[src/rtl/noc_rsc_injector.sv]
`default_nettype none
// ============================================================================
//  Module   : noc_rsc_injector
//  Brief    : Resource-side NoC TX interface. Buffers (data, row, col) requests
//             in a FIFO and writes them as {row, col, data} packets into the
//             router while its full flag is low.
//  Revision : 1.0  initial release
// ============================================================================
module noc_rsc_injector #(
    parameter  int ROW_N        = 3,
    parameter  int COL_M        = 3,
    parameter  int PCKT_DATA_W  = 8,
    parameter  int FIFO_DEPTH_W = 3,
    parameter  int CNT_W        = 16,
    localparam int ROW_W        = $clog2(ROW_N),
    localparam int COL_W        = $clog2(COL_M),
    localparam int PACKET_W     = PCKT_DATA_W + ROW_W + COL_W
) (
    input  logic                   clk_i,
    input  logic                   rst_i,
    input  logic [PCKT_DATA_W-1:0] rsc_data_i,
    input  logic [ROW_W-1:0]       rsc_dst_row_i,
    input  logic [COL_W-1:0]       rsc_dst_col_i,
    input  logic                   rsc_valid_i,
    output logic                   rsc_ready_o,
    output logic [PACKET_W-1:0]    noc_pckt_o,
    output logic                   noc_wren_o,
    input  logic                   noc_full_i,
    input  logic                   noc_ovrflw_i,
    output logic [CNT_W-1:0]       sent_cnt_o,
    output logic [CNT_W-1:0]       drop_cnt_o,
    output logic                   ovrflw_err_o,
    output logic [1:0]             state_o
);

    localparam logic [FIFO_DEPTH_W:0]   c_depth   = {1'b1, {FIFO_DEPTH_W{1'b0}}};
    localparam logic [FIFO_DEPTH_W:0]   c_cnt_one = 1;
    localparam logic [FIFO_DEPTH_W-1:0] c_ptr_one = 1;
    localparam logic [ROW_W:0]          c_row_lim = ROW_N[ROW_W:0];
    localparam logic [COL_W:0]          c_col_lim = COL_M[COL_W:0];
    localparam logic [CNT_W-1:0]        c_cnt_max = '1;

    typedef enum logic [1:0] {
        S_IDLE  = 2'd0,
        S_SEND  = 2'd1,
        S_STALL = 2'd2
    } state_t;

    logic [PACKET_W-1:0]     r_mem [0:(2**FIFO_DEPTH_W)-1];
    logic [FIFO_DEPTH_W-1:0] r_rd_ptr;
    logic [FIFO_DEPTH_W-1:0] r_wr_ptr;
    logic [FIFO_DEPTH_W:0]   r_count;
    logic [PACKET_W-1:0]     r_head;
    logic [CNT_W-1:0]        r_sent_cnt;
    logic [CNT_W-1:0]        r_drop_cnt;
    logic                    r_ovrflw_err;
    state_t                  r_state;

    logic                    w_empty;
    logic                    w_full;
    logic                    w_hs;
    logic                    w_legal;
    logic                    w_push;
    logic                    w_drop;
    logic                    w_pop;
    logic [PACKET_W-1:0]     w_pkt_in;
    logic [FIFO_DEPTH_W-1:0] w_rd_ptr_inc;
    logic [FIFO_DEPTH_W:0]   w_count_next;
    logic [PACKET_W-1:0]     w_head_next;
    state_t                  w_state_next;

    assign w_empty      = (r_count == '0);
    assign w_full       = (r_count == c_depth);
    assign rsc_ready_o  = ~w_full;
    assign w_hs         = rsc_valid_i & rsc_ready_o;
    assign w_legal      = ({1'b0, rsc_dst_row_i} < c_row_lim) & ({1'b0, rsc_dst_col_i} < c_col_lim);
    assign w_push       = w_hs & w_legal;
    assign w_drop       = w_hs & ~w_legal;
    assign noc_wren_o   = ~w_empty & ~noc_full_i & ~rst_i;
    assign w_pop        = noc_wren_o;
    assign w_pkt_in     = {rsc_dst_row_i, rsc_dst_col_i, rsc_data_i};
    assign w_rd_ptr_inc = r_rd_ptr + c_ptr_one;
    assign w_count_next = r_count + {{FIFO_DEPTH_W{1'b0}}, w_push} - {{FIFO_DEPTH_W{1'b0}}, w_pop};

    // The head register tracks the post-edge FIFO head so the packet is valid
    // in the same cycle wren first rises; a push into an empty (or draining
    // to empty) FIFO bypasses the memory.
    always_comb begin
        w_head_next = r_head;
        if (w_pop) begin
            if (r_count == c_cnt_one) begin
                if (w_push) begin
                    w_head_next = w_pkt_in;
                end
            end else begin
                w_head_next = r_mem[w_rd_ptr_inc];
            end
        end else if (w_push && w_empty) begin
            w_head_next = w_pkt_in;
        end
    end

    always_comb begin
        w_state_next = r_state;
        case (r_state)
            S_IDLE:  if (w_count_next != '0) w_state_next = S_SEND;
            S_SEND: begin
                if (w_count_next == '0) begin
                    w_state_next = S_IDLE;
                end else if (noc_full_i) begin
                    w_state_next = S_STALL;
                end
            end
            S_STALL: if (!noc_full_i) w_state_next = S_SEND;
            default: w_state_next = S_IDLE;
        endcase
    end

    always_ff @(posedge clk_i) begin
        if (w_push) begin
            r_mem[r_wr_ptr] <= w_pkt_in;
        end
    end

    always_ff @(posedge clk_i) begin
        if (rst_i) begin
            r_rd_ptr     <= '0;
            r_wr_ptr     <= '0;
            r_count      <= '0;
            r_head       <= '0;
            r_sent_cnt   <= '0;
            r_drop_cnt   <= '0;
            r_ovrflw_err <= 1'b0;
            r_state      <= S_IDLE;
        end else begin
            r_count <= w_count_next;
            r_head  <= w_head_next;
            r_state <= w_state_next;
            if (w_push) begin
                r_wr_ptr <= r_wr_ptr + c_ptr_one;
            end
            if (w_pop) begin
                r_rd_ptr <= w_rd_ptr_inc;
            end
            if (w_pop && (r_sent_cnt != c_cnt_max)) begin
                r_sent_cnt <= r_sent_cnt + 1'b1;
            end
            if (w_drop && (r_drop_cnt != c_cnt_max)) begin
                r_drop_cnt <= r_drop_cnt + 1'b1;
            end
            if (noc_ovrflw_i) begin
                r_ovrflw_err <= 1'b1;
            end
        end
    end

    assign noc_pckt_o   = r_head;
    assign sent_cnt_o   = r_sent_cnt;
    assign drop_cnt_o   = r_drop_cnt;
    assign ovrflw_err_o = r_ovrflw_err;
    assign state_o      = r_state;

endmodule
`default_nettype wire

[config.mk]
export PLATFORM = sky130hd
export DESIGN_NAME = noc_rsc_injector
export DESIGN_NICKNAME = d
export VERILOG_FILES = /design/src/rtl/noc_rsc_injector.sv
export SDC_FILE = /design/constraint.sdc
export NUM_CORES = 1
export LEC_CHECK = 0
export BUFFER_PORTS_ARGS = -buffer_cell sky130_fd_sc_hd__buf_2
export CAP_MARGIN = 5
export CORE_ASPECT_RATIO = 1.25
export CORE_UTILIZATION = 55
export CTS_CLUSTER_SIZE = 40
export DETAILED_ROUTE_END_ITERATION = 12
export GPL_TIMING_DRIVEN = 1
export PLACE_DENSITY_LB_ADDON = 0.2
export SETUP_SLACK_MARGIN = 0.15
export SYNTH_ARGS = -nofsm -noshare
export SYNTH_HDL_FRONTEND = slang
export SYNTH_SLANG_ARGS = --single-unit
[constraint.sdc]
create_clock -name clk_i -period 7.54 [get_ports clk_i]
set_clock_uncertainty 0.05 [all_clocks]
set_input_delay 0.377 -clock clk_i [delete_from_list [all_inputs] [get_ports clk_i]]
set_output_delay 0.377 -clock clk_i [all_outputs]
set_load 0.01 [all_outputs]
# ---- Yosys cells after proc, flatten, opt, wreduce, memory -nomap -nowiden
# Memory sizes are Yosys's and may differ from the RTL's.
# Cells that the tools add are included.
dict set report classes {
  addsub 6
  n_lt_le_gt_ge 2
  n_eq_ne 10
  muxes 11
  bitwise_logic 11
  reduce_logical 10
}
# operator count
set ops {}
lappend ops {{12-bit 2-to-1 mux} 4}
lappend ops {{16-bit by 1-bit adder with 16-bit output (second input constant)} 2}
lappend ops {{16-bit != test (second input constant)} 2}
lappend ops {{4-bit logical NOT} 2}
lappend ops {{2-bit 2-to-1 mux} 4}
lappend ops {{3-bit by 1-bit adder with 3-bit output (second input constant)} 2}
lappend ops {{1-bit bitwise AND} 6}
lappend ops {{3-bit != test (second input constant)} 2}
lappend ops {{2-bit case mux with 3 select lines} 1}
lappend ops {{1-bit NOT} 5}
lappend ops {{4-bit by 1-bit adder with 4-bit output} 1}
lappend ops {{4-bit by 1-bit equality test with 1-bit output (second input constant)} 1}
lappend ops {{4-bit equality test (second input constant)} 1}
lappend ops {{2-bit less-than comparator (second input constant)} 2}
lappend ops {{2-bit != test (second input constant)} 2}
lappend ops {{4-bit nonzero test} 1}
lappend ops {{4-bit by 1-bit subtractor with 4-bit output} 1}
lappend ops {{1-bit logical AND} 3}
lappend ops {{3-bit AND reduction} 1}
lappend ops {{2-bit by 1-bit equality test with 1-bit output (second input constant)} 1}
lappend ops {{2-bit equality test (second input constant)} 1}
lappend ops {{2-bit logical NOT} 1}
lappend ops {{1-bit 2-to-1 mux} 2}
lappend ops {{2-bit AND reduction} 1}
lappend ops {{2-bit nonzero test} 1}
dict set report totals {
  regBits 57
  ram_bits 96
  input_bits 17
  output_inout_bits 49
  elab_cells 59
  n_memories 1
}
# name depth word_bits rd rd_ports_with_merged_regs write_ports line_no
set memory_table {}
lappend memory_table {r_mem 8 12 1 0 1 49} ;# logic [PACKET_W-1:0] r_mem [0:(2**FIFO_DEPTH_W)-1];

# ---- Longest topological paths before layout
# Gate-level depths: netlist (run 1).
dict set report logic_depth {
  depth_word 9
  depth_mapped 14
  depth_no_buf 13
}

# ---- Worst setup path after synthesis (run 1)
# No wires, ideal clock.
dict set report synth_timing {
  kind {register -> register}
  start {register r_count[2]}
  end {memory r_mem[2][0] (netlist bit), enable pin}
  setup_time_ns 0.417
  arrival_time_ns 2.525
  t_required_ns 7.073
  path_slack_ns 4.548
  path_stages_with_launch 8
  n_path_buf 1
  period_less_slack_ns 2.992
  path_cell_list {dfxtp_1 inv_1 ha_1 or3b_4 and3_4 buf_6 clkinv_8 nor4b_1}
}
dict set report synth_between {
  elab_chain_cells 6
}
# item line_no
set synth_lines {}
lappend synth_lines {{start: declaration} 52} ;# logic [FIFO_DEPTH_W:0] r_count;
lappend synth_lines {{start signal: assignment} 136} ;# r_count <= w_count_next;
lappend synth_lines {{4-bit equality test} 73} ;# assign w_full = (r_count == c_depth);
lappend synth_lines {{1-bit NOT} 74} ;# assign rsc_ready_o = ~w_full;
lappend synth_lines {{net rsc_ready_o} 25} ;# output logic rsc_ready_o,
lappend synth_lines {{1-bit bitwise AND} 75} ;# assign w_hs = rsc_valid_i & rsc_ready_o;
lappend synth_lines {{1-bit bitwise AND} 77} ;# assign w_push = w_hs & w_legal;
lappend synth_lines {{1-bit 2-to-1 mux} 120} ;# if (w_push) begin
lappend synth_lines {{1-bit 2-to-1 mux (not written as such)} 121} ;# r_mem[r_wr_ptr] <= w_pkt_in;
lappend synth_lines {{end: declaration} 49}
# The timed path passes the listed nets, and every way through them passes these cells.

# ---- Worst setup path in the final report (run 1)
dict set report layout_timing {
  start {register r_count[2]}
  end {register r_state[1], in the netlist state_o[1]}
}
dict set report layout_between {
  elab_chain_cells 9
  word_cells_on_any_way 17
  cone_classes {add/sub: 2; eq/ne: 3; mux: 2; bitwise: 6; reduce/logical: 4}
}
# item line_no
set layout_lines {}
lappend layout_lines {{4-bit equality test} 73}
lappend layout_lines {{1-bit NOT} 74}
lappend layout_lines {{1-bit bitwise AND} 75}
lappend layout_lines {{1-bit bitwise AND} 77}
lappend layout_lines {{4-bit by 1-bit adder with 4-bit output} 83} ;# assign w_count_next = r_count + {{FIFO_DEPTH_W{1'b0}}, w_push} - {{FIFO_DEPTH_W{1'b0}}, w_pop};
lappend layout_lines {{4-bit by 1-bit subtractor with 4-bit output (*)} 83}
lappend layout_lines {{4-bit logical NOT or 4-bit nonzero test (tied branches)} {108, 106}}
lappend layout_lines {{3-bit != test (no line) (tied with other cells)} n/a}
lappend layout_lines {{3-bit AND reduction (no line) or 2-bit case mux with 3 select lines (tied branches)} n/a}
lappend layout_lines {{end signal: assignment} 138} ;# r_state <= w_state_next;
lappend layout_lines {{end: declaration} 57} ;# state_t r_state;
# Every way passes the cells marked *; elsewhere a longest branch is shown, timed or not.
# A chain may end at the register's enable or synchronous reset.

==> impl_metrics.env, run 1 <==
export IMPL_worstSkewPairLatency_ps=410
export IMPL_worstMarginPinSlew_ps=969
export IMPL_p_int_mw=1.78
export IMPL_finalCritPeriodShare_pct=40.4
export IMPL_gp_congestion=0.802
export IMPL_antenna_found_initial=0
export IMPL_fillers=838
export IMPL_async_flop_share_pct=0
export IMPL_place_area_mm2=0.00694
export IMPL_cp_max_fo=7
export IMPL_crit_type="register to register"
export IMPL_post_cts_setup_buffers=0
export IMPL_grt_overflow=0
export IMPL_seqPwrFrac_pct=40.6
export IMPL_grt_use_total_pct=21.9
export IMPL_firstDrtPassIters=4
export IMPL_crit_chain="inv_1, ha_1, or3b_2, nand2_1, inv_1, ha_1, inv_1, ha_1, inv_1, fa_1, nor3b_1, and3_1, nor3_1"
export IMPL_power_frac_clock_pct=34.7
export IMPL_grt_pass1_vias=3980
export IMPL_cellPowerDensity_mw_per_mm2=328
export IMPL_synthDominantCellAreaShare_pct=44.9
export IMPL_synth_cells=491
export IMPL_rsz0062_at_grt="false"
export IMPL_drv_cap=0
export IMPL_syn_area_per_cell_um2=13.1
export IMPL_slowest_stage="or3b_2"
export IMPL_slowest_delay_ps=510
export IMPL_yosysTopAreaCell="edfxtp_1"
export IMPL_synth_most_common_cell="edfxtp_1"
export IMPL_synth_edf_count=96
export IMPL_swShare_pct=28.2
export IMPL_critPathCaptureType="register"
export IMPL_period_needed_ps=3040
export IMPL_detail_route_vias_per_cell=5.74
export IMPL_critPathRequiredTime_ps=7750
export IMPL_design_area_mm2=0.00756
export IMPL_yosysWarnings=0
export IMPL_ioPinCount=66
export IMPL_vias=4095
export IMPL_hpwl_mm=7.91
export IMPL_clock_root_buffer="clkbuf_16"
export IMPL_cts_buffers=17
export IMPL_start_util_pct=57.1
export IMPL_die_x_um=98.6
export IMPL_slew_viol_final=0
export IMPL_synth_area_leaders="edfxtp_1 45%, dfxtp_1 18%, mux4_2 4.2%"
export IMPL_row_count=43
export IMPL_ys_seq_area_share_pct=62.7
export IMPL_crit_top_cell="inv_1"
export IMPL_path_clk_slew_ps=60
export IMPL_finalSetupTns_ps=0
export IMPL_antenna_cells=0
export IMPL_critPathArrivalTime_ps=3260
export IMPL_ys_flop_type="edfxtp_1"
export IMPL_synthTopCellsByCount="96 x edfxtp_1, 57 x dfxtp_1, 40 x nand2_1, 38 x nor2_1, 24 x xnor2_1"
export IMPL_switching_power_mw=0.699
export IMPL_clock_fmax_ghz=0.328
export IMPL_cellLeakagePower_nw=2.72
export IMPL_total_power_mw=2.48
export IMPL_synth_seq_cells=153
export IMPL_drt_wl_total_mm=12.3
export IMPL_synth_cell_types=54
export IMPL_cts_resized_gates=0
export IMPL_clock_sinks=153
export IMPL_ir_drop_uv=210
export IMPL_synth_fp_nets=519
export IMPL_grt_pass1_wl_mm=19.8
export IMPL_die_area_mm2=0.0121
export IMPL_core_area_mm2=0.0112
export IMPL_htree_levels=4
export IMPL_cts_max_path_buffers=2
export IMPL_portBuffers=65
export IMPL_met1_length_mm=5.19
export IMPL_fp_dieH_um=123
export IMPL_p_comb_share_pct=24.7
export IMPL_cp_start_kind="register"
export IMPL_grt_max_degree=45
export IMPL_dr_wl_met2_mm=6.31
export IMPL_relSlewSlack_pct=35.1
export IMPL_synth_cell_area_mm2=0.00642
export IMPL_nets=593
export IMPL_ctsHoldBuffers=0
export IMPL_finalHoldViolCount=0
export IMPL_drive_gt1_share_pct=23.9
export IMPL_status="completed"
export IMPL_drc_errors=0
export IMPL_whs_ps=126
export IMPL_highest_layer="met4"
export IMPL_postRouteAntennaNets=0
export IMPL_hold_class="input pin to register"
export IMPL_dr_first_iter_drc_count=187
export IMPL_met3_length_um=731
export IMPL_syn2layout_area_growth_pct=17.8
export IMPL_cts_tree="done"
export IMPL_final_setup_viol_count=0
export IMPL_wl_per_cell_um=17.3
==> state kept, by name (all words and copies together), names as in the netlist <==
signal        cells
drop_cnt_o       16
noc_pckt_o       12
ovrflw_err_o      1
r_count           4
r_mem            96
r_rd_ptr          3
r_wr_ptr          3
sent_cnt_o       16
state_o           2
==> per-stage QoR <==
stage	std cells	setup WS, ps	utilization, %
floorplan	491	4550	-
detailed placement	681	4340	61.7
global placement	681	4430	61.7
finish	713	4500	67.2
global route	713	4280	67.2
CTS	713	4480	67.2
==> worst max-delay path, delay by kind of cell, from the launching register on <==
kind / cells / cell delay, ps
and+or+nand+nor: 5 / 1140
adders and majority gates: 4 / 1100
buffers and inverters: 4 / 310
DFF: 1 / 290
==> area by class of cell <==
type	count	area [um2]	area share (%)
repair buffers	76	408	5.40
clock inverters	11	144	1.90
inverters	13	61.3	0.811
well taps	135	169	2.24
clock buffers	21	470	6.23
flip-flops and latches	153	4020	53.3
multi-input cells	304	2280	30.2
==> worst paths after layout <==
check,cells past startpoint,endpoint,start,slack (ps)
worst max-delay path,13,state_o[1],r_count[2],4500
worst min-delay path,3,ovrflw_err_o,noc_ovrflw_i,130
worst max register to register,13,state_o[1],r_count[2],4500
worst min register to register,2,ovrflw_err_o,ovrflw_err_o,420
==> layout by cell type (no fill, tap or decap), types with 4 or more instances in the layout <==
cell	n
xnor2_1	23
a211oi_1	17
and3_1	5
nor2b_1	13
nand3_1	10
a221o_1	12
nor4_1	11
mux2i_1	17
nand2_1	40
buf_2	65
nor3_2	4
xor2_1	4
nor3_1	16
and4_1	6
a21oi_1	9
mux4_2	12
edfxtp_1	96
nor2_1	38
ha_1	9
dfxtp_1	57
inv_1	12
o22ai_1	11
buf_4	11
nand4_1	5
clkbuf_16	17
==> cell families (layout without fill, tap and decap cells) <==
kind of cell	Yosys count	in the layout	synth area share, %
AO/OA/AOI/OAI	66	66	7.76
XOR/XNOR	28	28	3.82
adder cells (fa/ha/maj)	12	12	2.42
buffers and inverters	34	121	2.50
flip-flops	153	153	62.7
multiplexers	31	31	7.22
AND/OR/NAND/NOR	167	167	13.6
==> routing by layer <==
layer | vias up | track usage [%]
li1 | 2021 | -
met1 | 1964 | 26.0
met2 | 102 | 38.0
met3 | 8 | 5.47
met4 | 0 | 9.51
met5 | - | 0
==> power by group through the flow <==
stage / combinational, mW / sequential (mW) / clock [mW]
2_1_floorplan: 0.449 / 1.03 / 0
3_3_place_gp: 0.603 / 1.02 / 0
3_5_place_dp: 0.619 / 1.02 / 0
4_1_cts: 0.622 / 1.01 / 0.873
5_1_grt: 0.679 / 1.02 / 0.905
6_report: 0.612 / 1.01 / 0.860
Power figures use the tool's default switching activity.
==> run 2, diff against run 1 <==
ABC_AREA = 1   (was not set)
CORE_UTILIZATION = 54   (was 55)
clock period = 2.55 ns   (was 7.54 ns; I/O delays follow)
==> impl_metrics.env, run 2 <==
export IMPL_die_area_mm2=0.0140
export IMPL_fillers=1090
export IMPL_grt_max_degree=38
export IMPL_worstMarginPinSlew_ps=610
export IMPL_cp_start_kind="register"
export IMPL_synth_mux_area_share_pct=0
export IMPL_ioPinCount=66
export IMPL_synth_most_common_cell="nand2_1"
export IMPL_hold_class="input pin to register"
export IMPL_finalCritPeriodShare_pct=90.9
export IMPL_critPathRequiredTime_ps=2790
export IMPL_met1_length_mm=6.69
export IMPL_ys_flop_type="edfxtp_1"
export IMPL_drv_cap=0
export IMPL_synth_cell_types=35
export IMPL_clock_root_buffer="clkbuf_16"
export IMPL_yosysWarnings=0
export IMPL_yosysTopAreaCell="edfxtp_1"
export IMPL_met3_length_um=804
export IMPL_final_cells=1150
export IMPL_grt_pass1_wl_mm=26.7
export IMPL_htree_levels=4
export IMPL_synth_area_leaders="edfxtp_1 39%, nand2_1 16%, dfxtp_1 16%"
export IMPL_cts_buffers=17
export IMPL_critPathArrivalTime_ps=2560
export IMPL_final_setup_viol_count=0
export IMPL_ys_seq_area_share_pct=55.1
export IMPL_row_count=47
export IMPL_final_common_cell="nand2_1"
export IMPL_antenna_cells=0
export IMPL_synth_xor_area_share_pct=2.62
export IMPL_synth_simple_area_share_pct=29.4
export IMPL_cts_tree="done"
export IMPL_critPathCaptureType="register"
export IMPL_cp_max_fo=2
export IMPL_cellPowerDensity_mw_per_mm2=933
export IMPL_cts_max_path_buffers=2
export IMPL_dr_wl_met2_mm=8.91
export IMPL_die_x_um=106
export IMPL_synth_cell_area_mm2=0.00731
export IMPL_ir_drop_uv=658
export IMPL_syn2layout_area_growth_pct=20.3
export IMPL_wl_per_cell_um=14.6
export IMPL_relSlewSlack_pct=59.3
export IMPL_final_cell_mix="318 x nand2_1, 100 x nor2_1, 96 x edfxtp_1"
export IMPL_synthDominantCellAreaShare_pct=39.4
export IMPL_dp_cells=1097
export IMPL_antenna_found_initial=0
export IMPL_portBuffers=65
export IMPL_hpwl_mm=10.4
export IMPL_grt_overflow=0
export IMPL_rsz0062_at_grt="true"
export IMPL_clock_sinks=153
export IMPL_synth_top_family_by_area="simple AND/OR/NAND/NOR gates"
export IMPL_status="completed"
export IMPL_drt_wl_total_mm=16.8
export IMPL_finalHoldViolCount=0
export IMPL_whs_ps=194
export IMPL_vias=5903
export IMPL_async_flop_share_pct=0
export IMPL_synth_compound_area_share_pct=4.49
export IMPL_core_area_mm2=0.0132
export IMPL_cellLeakagePower_nw=3.71
export IMPL_clock_fmax_ghz=0.431
export IMPL_synth_seq_cells=153
export IMPL_finalSetupTns_ps=0
export IMPL_synth_fp_nets=899
export IMPL_synth_cells=871
export IMPL_largest_register_ff_count=96
export IMPL_syn_area_per_cell_um2=8.39
export IMPL_total_power_mw=8.20
export IMPL_start_util_pct=55.2
export IMPL_crit_type="register to register"
export IMPL_nets=994
export IMPL_top_register="r_mem"
export IMPL_synth_fa_ha_area_share_pct=1.99
export IMPL_design_area_mm2=0.00879
export IMPL_highest_layer="met4"
export IMPL_dr_first_iter_drc_count=322
export IMPL_synthTopCellsByCount="319 x nand2_1, 100 x nor2_1, 96 x edfxtp_1, 73 x inv_1, 68 x nand3_1"
export IMPL_detail_route_vias_per_cell=5.13
export IMPL_gp_congestion=0.805
export IMPL_grt_pass1_vias=5597
export IMPL_place_area_mm2=0.00785
export IMPL_drive_gt1_share_pct=17.3
export IMPL_postRouteAntennaNets=0
export IMPL_firstDrtPassIters=5
export IMPL_period_needed_ps=2320
export IMPL_synth_edf_count=96
export IMPL_grt_use_total_pct=24.8
export IMPL_worstSkewPairLatency_ps=420
export IMPL_fp_dieH_um=132
export IMPL_drc_errors=0
export IMPL_slew_viol_final=0
export IMPL_path_clk_slew_ps=60
[run 2: changes by cell type after synthesis, sizes merged, moves of 39 or more]
cell,delta
nor2,+67
inv,+67
nand2,+284
nand3,+60
a21oi,+39
[run 2: logic make-up (layout without fill, tap and decap cells)]
kind of cell,count (synthesis),in the layout
adder cells (fa/ha/maj),11,11
AND/OR/NAND/NOR,515,515
XOR/XNOR,21,21
flip-flops,153,153
AO/OA/AOI/OAI,59,59
buffers and inverters,112,220
[run 2: critical path: stages (launching register included)]
cell and delay, ps:
dfxtp_2 360, inv_2 60, ha_4 170, nand2_4 70, nand3_4 80, inv_4 80
ha_4 190, inv_2 60, ha_4 130, inv_2 30, fa_2 520, nand2_1 50
nor2_1 100, nand3_1 100, nand3_1 90, a21oi_2 50
[run 2: layout make-up]
class / instances / area (um2) / share of cell area [%]
sequential: 153 / 4030 / 45.8
multi-input combinational: 606 / 2880 / 32.8
timing repair buffer: 108 / 688 / 7.83
clock buffer: 20 / 447 / 5.08
inverter: 80 / 308 / 3.50
clock inverter: 12 / 221 / 2.52
tap: 171 / 214 / 2.43
[run 2: worst paths after layout]
| path | cells past startpoint | slack [ps] | endpoint | from |
|---|---|---|---|---|
| max | 15 | 230 | state_o[0] | r_count[3] |
| max reg2reg | 15 | 230 | state_o[0] | r_count[3] |
| min reg2reg | 2 | 420 | ovrflw_err_o | ovrflw_err_o |
| min | 5 | 190 | noc_pckt_o[0] | rst_i |
[run 2: timing repair]
action	4_1_cts	5_1_grt
hold buffers	14	0
cloned	0	0
buffers inserted	5	2
pin swaps	10	10
resized for setup	15	10
endpoints found under the hold margin	99	0
endpoints found under the setup margin	2	2
[run 2: per-layer routing]
| layer | up-vias | global-route usage (%) |
|---|---|---|
| met2 | 169 | 45.2 |
| met4 | 0 | 10.4 |
| met1 | 2721 | 27.7 |
| li1 | 2983 | - |
| met3 | 30 | 5.39 |
| met5 | - | 0 |
[run 2: through the flow]
step / utilization [%] / worst slack, ps
floorplan: - / 173
global placement: 59.3 / 117
detailed placement: 59.3 / 78.5
CTS: 66.2 / 165
global route: 66.4 / 91.4
finish: 66.4 / 232
[run 2: where the power goes]
| group | switching, mW | total (mW) | internal (mW) | leakage, nW |
|---|---|---|---|---|
| clock | 0.956 | 2.81 | 1.86 | 0.316 |
| combinational | 1.58 | 2.43 | 0.853 | 2.06 |
| sequential | 0.125 | 2.95 | 2.82 | 1.33 |
| total | 2.66 | 8.20 | 5.54 | 3.71 |
